[config.mk]
export PLATFORM = sky130hd
export DESIGN_NAME = seq_divider
export DESIGN_NICKNAME = d
export VERILOG_FILES = /design/src/rtl/alu_pkg.sv /design/src/rtl/div_step.sv /design/src/rtl/seq_divider.sv
export SDC_FILE = /design/constraint.sdc
export NUM_CORES = 1
export LEC_CHECK = 0
export CAP_MARGIN = 10
export CORE_MARGIN = 1
export CORE_UTILIZATION = 58
export CTS_CLUSTER_DIAMETER = 60
export DETAILED_ROUTE_END_ITERATION = 10
export GPL_TIMING_DRIVEN = 0
export PLACE_DENSITY_LB_ADDON = 0.15
export SLEW_MARGIN = 20
export SYNTH_ARGS = -nofsm -noshare
export SYNTH_HDL_FRONTEND = slang
export SYNTH_SLANG_ARGS = --single-unit
[constraint.sdc]
create_clock -name clk -period 4.3 [get_ports clk]
set_input_delay 1.29 -clock clk [delete_from_list [all_inputs] [get_ports clk]]
set_output_delay 1.29 -clock clk [all_outputs]
set_load 0.01 [all_outputs]
[src/rtl/alu_pkg.sv]
// Shared ALU definitions: divider width, FSM encoding and DivAns field layout.
// The Hi/Lo register stage slices DivAns with the HI_/LO_ offsets below.
package alu_pkg;

  localparam int DIV_WIDTH = 32;
  localparam int DIV_CNT_W = $clog2(DIV_WIDTH + 1);

  localparam int HI_MSB = 2 * DIV_WIDTH - 1;
  localparam int HI_LSB = DIV_WIDTH;
  localparam int LO_MSB = DIV_WIDTH - 1;
  localparam int LO_LSB = 0;

  typedef enum logic [1:0] {
    IDLE = 2'd0,
    RUN  = 2'd1,
    DONE = 2'd2
  } div_state_t;

endpackage

[src/rtl/div_step.sv]
// One restoring-division iteration: shift the next dividend bit into the remainder,
// then subtract the divisor if it fits. Purely combinational, no flow control.
module div_step #(
  parameter int WIDTH = 32
) (
  input  logic [WIDTH-1:0] i_rem,
  input  logic [WIDTH-1:0] i_quo,
  input  logic [WIDTH-1:0] i_divisor,
  output logic [WIDTH-1:0] o_rem,
  output logic [WIDTH-1:0] o_quo
);

  logic [WIDTH:0]   w_shift;
  logic [WIDTH-1:0] w_diff;
  logic             w_ge;

  // The compare needs the extra bit; the difference always fits in WIDTH bits
  // because it is strictly smaller than the divisor.
  assign w_shift = {i_rem, i_quo[WIDTH-1]};
  assign w_ge    = (w_shift >= {1'b0, i_divisor});
  assign w_diff  = w_shift[WIDTH-1:0] - i_divisor;

  assign o_rem = w_ge ? w_diff : w_shift[WIDTH-1:0];
  assign o_quo = {i_quo[WIDTH-2:0], w_ge};

endmodule

[src/rtl/seq_divider.sv]
// Sequential shift-subtract divider, WIDTH+1 cycles start-to-done, start ignored while busy.
// Define SEQ_DIVIDER_SIGNED_EN for two's-complement operands (sign fix on the final write).
module seq_divider
  import alu_pkg::*;
#(
  parameter int WIDTH = DIV_WIDTH
) (
  input  logic                 clk,
  input  logic                 reset,
  input  logic                 start,
  input  logic [WIDTH-1:0]     dividend,
  input  logic [WIDTH-1:0]     divisor,
  output logic                 busy,
  output logic                 done,
  output logic                 div_zero,
  output logic [2*WIDTH-1:0]   DivAns
);

  localparam int CNT_W = $clog2(WIDTH + 1);

  div_state_t         r_state;
  div_state_t         w_state_next;
  logic [CNT_W-1:0]   r_cnt;
  logic [WIDTH-1:0]   r_rem;
  logic [WIDTH-1:0]   r_quo;
  logic [WIDTH-1:0]   r_dvsr;
  logic [2*WIDTH-1:0] r_ans;
  logic               r_div_zero;

  logic               w_accept;
  logic               w_last;
  logic [WIDTH-1:0]   w_rem_step;
  logic [WIDTH-1:0]   w_quo_step;
  logic [WIDTH-1:0]   w_dvnd_load;
  logic [WIDTH-1:0]   w_dvsr_load;
  logic [2*WIDTH-1:0] w_ans_next;

  assign w_accept = start && ((r_state == IDLE) || (r_state == DONE));
  assign w_last   = (r_state == RUN) && (r_cnt == CNT_W'(1));

  div_step #(.WIDTH(WIDTH)) u_step (
    .i_rem     (r_rem),
    .i_quo     (r_quo),
    .i_divisor (r_dvsr),
    .o_rem     (w_rem_step),
    .o_quo     (w_quo_step)
  );

`ifdef SEQ_DIVIDER_SIGNED_EN
  logic             r_neg_q;
  logic             r_neg_r;
  logic [WIDTH-1:0] r_dvnd;

  // Magnitudes are divided; -2^(WIDTH-1) maps onto itself, which is the correct unsigned magnitude.
  assign w_dvnd_load = dividend[WIDTH-1] ? -dividend : dividend;
  assign w_dvsr_load = divisor[WIDTH-1]  ? -divisor  : divisor;

  always_ff @(posedge clk) begin
    if (reset) begin
      r_neg_q <= 1'b0;
      r_neg_r <= 1'b0;
      r_dvnd  <= '0;
    end else if (w_accept) begin
      r_neg_q <= dividend[WIDTH-1] ^ divisor[WIDTH-1];
      r_neg_r <= dividend[WIDTH-1];
      r_dvnd  <= dividend;
    end
  end

  always_comb begin
    w_ans_next = {w_rem_step, w_quo_step};
    if (r_dvsr == '0) begin
      w_ans_next = {r_dvnd, {WIDTH{1'b1}}};
    end else begin
      w_ans_next = {(r_neg_r ? -w_rem_step : w_rem_step),
                    (r_neg_q ? -w_quo_step : w_quo_step)};
    end
  end
`else
  assign w_dvnd_load = dividend;
  assign w_dvsr_load = divisor;
  assign w_ans_next  = {w_rem_step, w_quo_step};
`endif

  always_ff @(posedge clk) begin
    if (reset) begin
      r_state <= IDLE;
    end else begin
      r_state <= w_state_next;
    end
  end

  always_comb begin
    w_state_next = r_state;
    case (r_state)
      IDLE:    if (start) w_state_next = RUN;
      RUN:     if (w_last) w_state_next = DONE;
      DONE:    w_state_next = start ? RUN : IDLE;
      default: w_state_next = IDLE;
    endcase
  end

  // DivAns is only written on the final iteration so the Hi/Lo stage can sample it any cycle.
  always_ff @(posedge clk) begin
    if (reset) begin
      r_cnt      <= '0;
      r_rem      <= '0;
      r_quo      <= '0;
      r_dvsr     <= '0;
      r_ans      <= '0;
      r_div_zero <= 1'b0;
    end else if (w_accept) begin
      r_cnt      <= CNT_W'(WIDTH);
      r_rem      <= '0;
      r_quo      <= w_dvnd_load;
      r_dvsr     <= w_dvsr_load;
      r_div_zero <= 1'b0;
    end else if (r_state == RUN) begin
      r_cnt <= r_cnt - CNT_W'(1);
      r_rem <= w_rem_step;
      r_quo <= w_quo_step;
      if (w_last) begin
        r_ans      <= w_ans_next;
        r_div_zero <= (r_dvsr == '0);
      end
    end
  end

  assign busy     = (r_state == RUN);
  assign done     = (r_state == DONE);
  assign div_zero = r_div_zero;
  assign DivAns   = r_ans;

endmodule

After elaboration in Yosys (flattened, before gate mapping) --
Index checks and enable logic that the tools add are counted.
Cells by class: add/subtract/negate cells 2, order comparisons 1, eq/ne operators 5, mux-type cells 9, bitwise gates (word level) 1, reductions and logical operators 10
Operators by type and width (count):
- $mux 32 | 3
- $ge 33x32->1 | 1
- $logic_not 32->1 | 1
- $sub 32x32->32 | 1
- $mux 6 | 2
- $eq 6x1->1 const B | 1
- $pmux 2 s3 | 1
- $sub 6x1->6 const B | 1
- $mux 2 | 2
- $reduce_and 2->1 | 2
- $reduce_and 3->1 | 1
- $eq 2x1->1 const B | 1
- $eq 2x2->1 const B | 1
- $logic_and 1x1->1 | 2
- $logic_not 2->1 | 1
- $ne 2x1->1 const B | 1
- $ne 2x2->1 const B | 1
- $reduce_bool 2->1 | 1
- $reduce_or 2->1 | 1
- $logic_or 1x1->1 | 1
- $mux 1 | 1
- $not 1->1 | 1
Word-level totals: register bits 169, bits of input ports 67, output and inout bits 67, logic and storage cells 36

Longest topological paths before layout --
word-level depth 5, depth in mapped cells 14, mapped depth without buffers 12

Hierarchy --
Synthesis repeated with hierarchy kept, for this count alone.
Unflattened totals: cell total of the unflattened synthesis 1112, area total of the unflattened synthesis 8635.8 µm²
By module, submodules not included:
- seq_divider | times used 1, cells each 757, area each 6064.6 µm², seq. area each 3383.2 µm²
- div_step | times used 1, cells each 355, area each 2571.2 µm², seq. area each 0.0 µm²

Worst setup path after synthesis --
Ideal clock, no wire load.
path type register to register, from register r_quo[31], to register r_ans[62], in the netlist DivAns[62], library setup time 0.088 ns, arrival 2.768 ns, required time 4.212 ns, slack 1.444 ns, stages on the path, launching flop included 13, buffers on the path 0, period minus slack after synthesis 2.856 ns, cells stage by stage dfxtp_1 > inv_1 > ha_1 > fa_1 > nand2b_1 > a211oi_2 > o21ai_2 > a21oi_2 > a311oi_4 > nor4bb_2 > nor4_1 > or3_4 > a311oi_2
On the way: cells in the longest elaborated chain, start to end 2, elaborated cells between the ends (all ways) 3, those cells by class add/sub (1); order compare (1); mux (1)
RTL lines:
- start: declaration | RTL line seq_divider.sv:25 | logic [WIDTH-1:0] r_quo;
- start signal: assignment | RTL line seq_divider.sv:115 | r_quo <= w_dvnd_load;
- start signal: assignment | RTL line seq_divider.sv:121 | r_quo <= w_quo_step;
- $sub 32x32->32 or $ge 33x32->1 (tied branches) | RTL line div_step.sv:21, div_step.sv:20
- $mux 32 * | RTL line div_step.sv:23 | assign o_rem = w_ge ? w_diff : w_shift[WIDTH-1:0];
- end signal: assignment | RTL line seq_divider.sv:123 | r_ans <= w_ans_next;
- end: declaration | RTL line seq_divider.sv:27 | logic [2*WIDTH-1:0] r_ans;
Every way passes the cells marked *; elsewhere a longest branch is shown, timed or not. A chain may end at the register's enable or synchronous reset.

Final worst setup path --
from register r_state[1], to output busy
On the way: cells in the longest elaborated chain, start to end 1
RTL lines:
- start: declaration | RTL line seq_divider.sv:21 | div_state_t r_state;
- start signal: assignment | RTL line seq_divider.sv:89 | r_state <= w_state_next;
- $eq 2x1->1 | RTL line seq_divider.sv:129 | assign busy = (r_state == RUN);
- end: declaration | RTL line seq_divider.sv:13 | output logic busy,
Every way passes these cells.

==> results.txt <==
CTS Hold Buffers Added = 0
CTS Buf Count = 17
Synth top area share = 40.96%
WS Path Type = register to output pin
grt total ovfl = 0
CP Buf/Inv Count = 5
Post-Synth XOR/XNOR Area = 3.181%
GP Congestion = 0.9135
Yosys top cell by area = dfxtp_1
Max Fclk = 238.4 MHz
total core area = 13880 µm²
Mapped Area = 8259 µm²
Vias/cell = 5.844
worst-path cell chain = nand2b_1 > clkbuf_1 > inv_1 > clkbuf_1 > clkbuf_1 > clkdlybuf4s50_1
Finished Cell Area = 10360 µm²
R2R depth = 11
Post-CTS Setup Repair Bufs = 0
Syn Nets = 1162
first drt pass iteration count = 5
largest family of logic cells by synthesized area = compound AO/OA/AOI/OAI gates
worst skew pair latency = 0.43 ns
full die area = 14720 µm²
CP max stage cell = clkdlybuf4s50_1
layout cells sized above 1 = 4.739%
Area contributors post-synth = dfxtp_1 (41%), a21oi_1 (7.9%), nand2_1 (7.6%), nor2_1 (6.3%), ha_1 (5.2%)
FF-to-FF End = DivAns[63]
# fillers = 1099
largest fanout on the critical path = 10
largest net degree at the start of global routing = 17
number of diodes = 0
WP data required = 3.01 ns
RSZ-0062 raised after global routing = no
CTS resizes = 0
sequential element share of the synthesized area = 40.96%
Largest stage delay, worst path = 0.66 ns
I/O pin cnt = 134
routed vias = 8205
worst rel slew slack = 51.28%
Max-Cap Viols = 0
CTS clk-pin slew, worst paths = 0.07 ns
routed length per placed instance = 17.57 µm
CP top delay family = buffers and inverters
Reg2Reg Launch Point = r_dvsr[16]
Post-synth EDFFs = 0
Synth Instances = 1060
Critical Path Start Type = register
layout net count = 1313
Worst Path Arrival = 2.90 ns
CP dominant cell by count = clkbuf_1
compound-gate portion of the synthesized area = 22.42%
DRC Markers = 0
leakage power total = 3.904 nW
Die H = 121.3 µm
non-filler cells, final = 1404
All-Layer GR Usage = 34.32%
Yosys warnings = 0
Setup TNS = 0 ns
FF+latch count, synth = 169
Post-Synth Simple-Gate Area = 20.36%
FFs w/ async S/R, synth = 0%
Synth Area in Adders = 5.393%
1st-iter DRT viols = 617
Core Rows = 43
number of H-tree levels = 4
endpoints failing setup = 0
count of cell types in the netlist = 55
Min Clock Period, post-route = 4.194 ns
flop2flop setup slack = 0.90 ns
root buffer cell = clkbuf_16
actual slew at the worst max-slew pin = 0.7281 ns
# port buffers = 132
Area Overhead vs Synth = 25.47%
Power Density = 443.3 nW/µm²
Final Skew = 0.006799 ns
Peak VDD IR = 343.8 µV
mux cell area share after synthesis = 1.894%
Hold Path Sink = DivAns[19]
Final Max Tran Viols = 0
WP depth = 6
ANT nets after route = 0
clk sinks = 169
worst hold path stage count = 2
first-pass GRT wire length = 39.15 mm
initial antenna violation count = 0
Syn Area/Cell = 7.792 µm²
final clock period utilization by the worst path = 97.55%
status = finished clean
Final Hold Fails = 0
ys flop type = dfxtp_1
DIE WIDTH = 121.3 µm
Placed Area = 9806 µm²
drt total wl = 24.67 mm
Hold Path Class = register to register
Placed Instances = 1372
crit end category = output pin
HP Start = DivAns[19]
Initial Util = 59.50%
CTS tree = done
detailed placer's ending HPWL = 18.36 mm
vias in the first global route = 7834
clock buffer depth = 2
==> power by group <==
part | total (mW) | leakage (nW) | switching [mW] | internal (mW)
combinational | 1.40 | 2.26 | 0.840 | 0.561
sequential | 1.73 | 1.38 | 0.0752 | 1.66
clock | 1.46 | 0.268 | 0.686 | 0.775
total | 4.59 | 3.90 | 1.60 | 2.99
==> layout make-up <==
class	count	area (µm²)	area share [%]
inverter	47	176.4	1.702
tap	180	225.2	2.173
sequential	169	3383	32.65
clock inverter	12	110.1	1.063
buffer	71	301.5	2.910
clock buffer	20	446.7	4.311
multi-input combinational	773	4398	42.44
timing repair buffer	132	1321	12.75
==> how the worst max path moves through the flow <==
stage / endpoint / from / slack (ns)
2_1_floorplan: DivAns[62] / r_quo[31] / 1.44
6_report: busy / r_state[1] / 0.11
3_3_place_gp: busy / r_state[1] / 0.70
5_1_grt: busy / r_state[0] / 0.1
4_1_cts: busy / r_state[1] / 0.22
3_5_place_dp: busy / r_state[1] / 0.68
==> cells by family (layout without fill, tap and decap cells) <==
logic type	count (synthesis)	in the layout
compound gates	296	296
xor+xnor	30	30
fa+ha+maj	35	35
buf+inv	118	282
flops	169	169
mux	15	15
simple gates	397	397
==> placed cells by master, fill, tap and decap left out, types with 7 or more instances in the layout <==
master and count:
nor4_1 12, nand2_1 167, ha_1 34, inv_1 47, dfxtp_1 169, buf_1 7, o21ai_0 32, nand4_1 9
o21bai_1 7, xnor2_1 16, nor3_1 44, o22ai_1 33, xor2_1 14, clkbuf_16 17, a211oi_1 46, a21oi_1 131
nor2_1 138, nand3_1 8, mux2i_1 10, clkdlybuf4s50_1 132, a21o_1 13, clkbuf_1 59
==> through the flow <==
step	power (mW)	worst slack (ns)	util, %	hold slack, ns
after floorplan	2.746	1.444	-	0.4452
after global placement	3.113	0.6960	70.64	0.4424
after detailed placement	3.124	0.6760	70.64	0.4455
after CTS	4.566	0.2167	74.65	0.4545
after global routing	4.808	0.09712	74.65	0.4774
final	4.594	0.1055	74.65	0.4538
==> worst register-to-register path, delay by kind of cell (launching register included) <==
kind                     cells  cell delay (ns)
AND/OR/NAND/NOR              1             0.12
buffers and inverters        2             0.22
AO/OA/AOI/OAI                7             2.22
flip-flops                   1             0.39
adder cells (fa/ha/maj)      1             0.36
==> registers in the layout, summed over array words and instances (netlist names) <==
name      flops
DivAns       64
r_dvsr       32
r_quo        32
r_rem        32
r_cnt         6
r_state       2
div_zero      1
==> per-layer routing <==
layer / vias to the layer above / share of wire (%) / GRT usage (%)
met5: - / 0 / 0
met4: 0 / 2.3 / 13.04
met3: 51 / 7.6 / 7.989
met2: 320 / 48 / 56.82
met1: 3857 / 42 / 43.08
li1: 3977 / - / -
==> Yosys cell counts (all sizes together), types with 2 or more instances <==
cell / n
a211oi: 49
mux2: 5
a31oi: 4
o22ai: 33
a21oi: 137
nor3: 44
a211o: 2
nor3b: 2
mux2i: 10
xor2: 14
xnor2: 16
a21o: 13
and2: 2
nor4: 12
o21ai: 33
dfxtp: 169
o31a: 2
o21bai: 7
a2111oi: 2
clkbuf: 57
nand3: 8
and3: 2
o211ai: 4
nand4: 9
buf: 14
ha: 34
nand2: 167
o21a: 4
nor2b: 2
nand2b: 6
nor2: 138
inv: 47
a311oi: 2
Power figures use the tool's default switching activity.
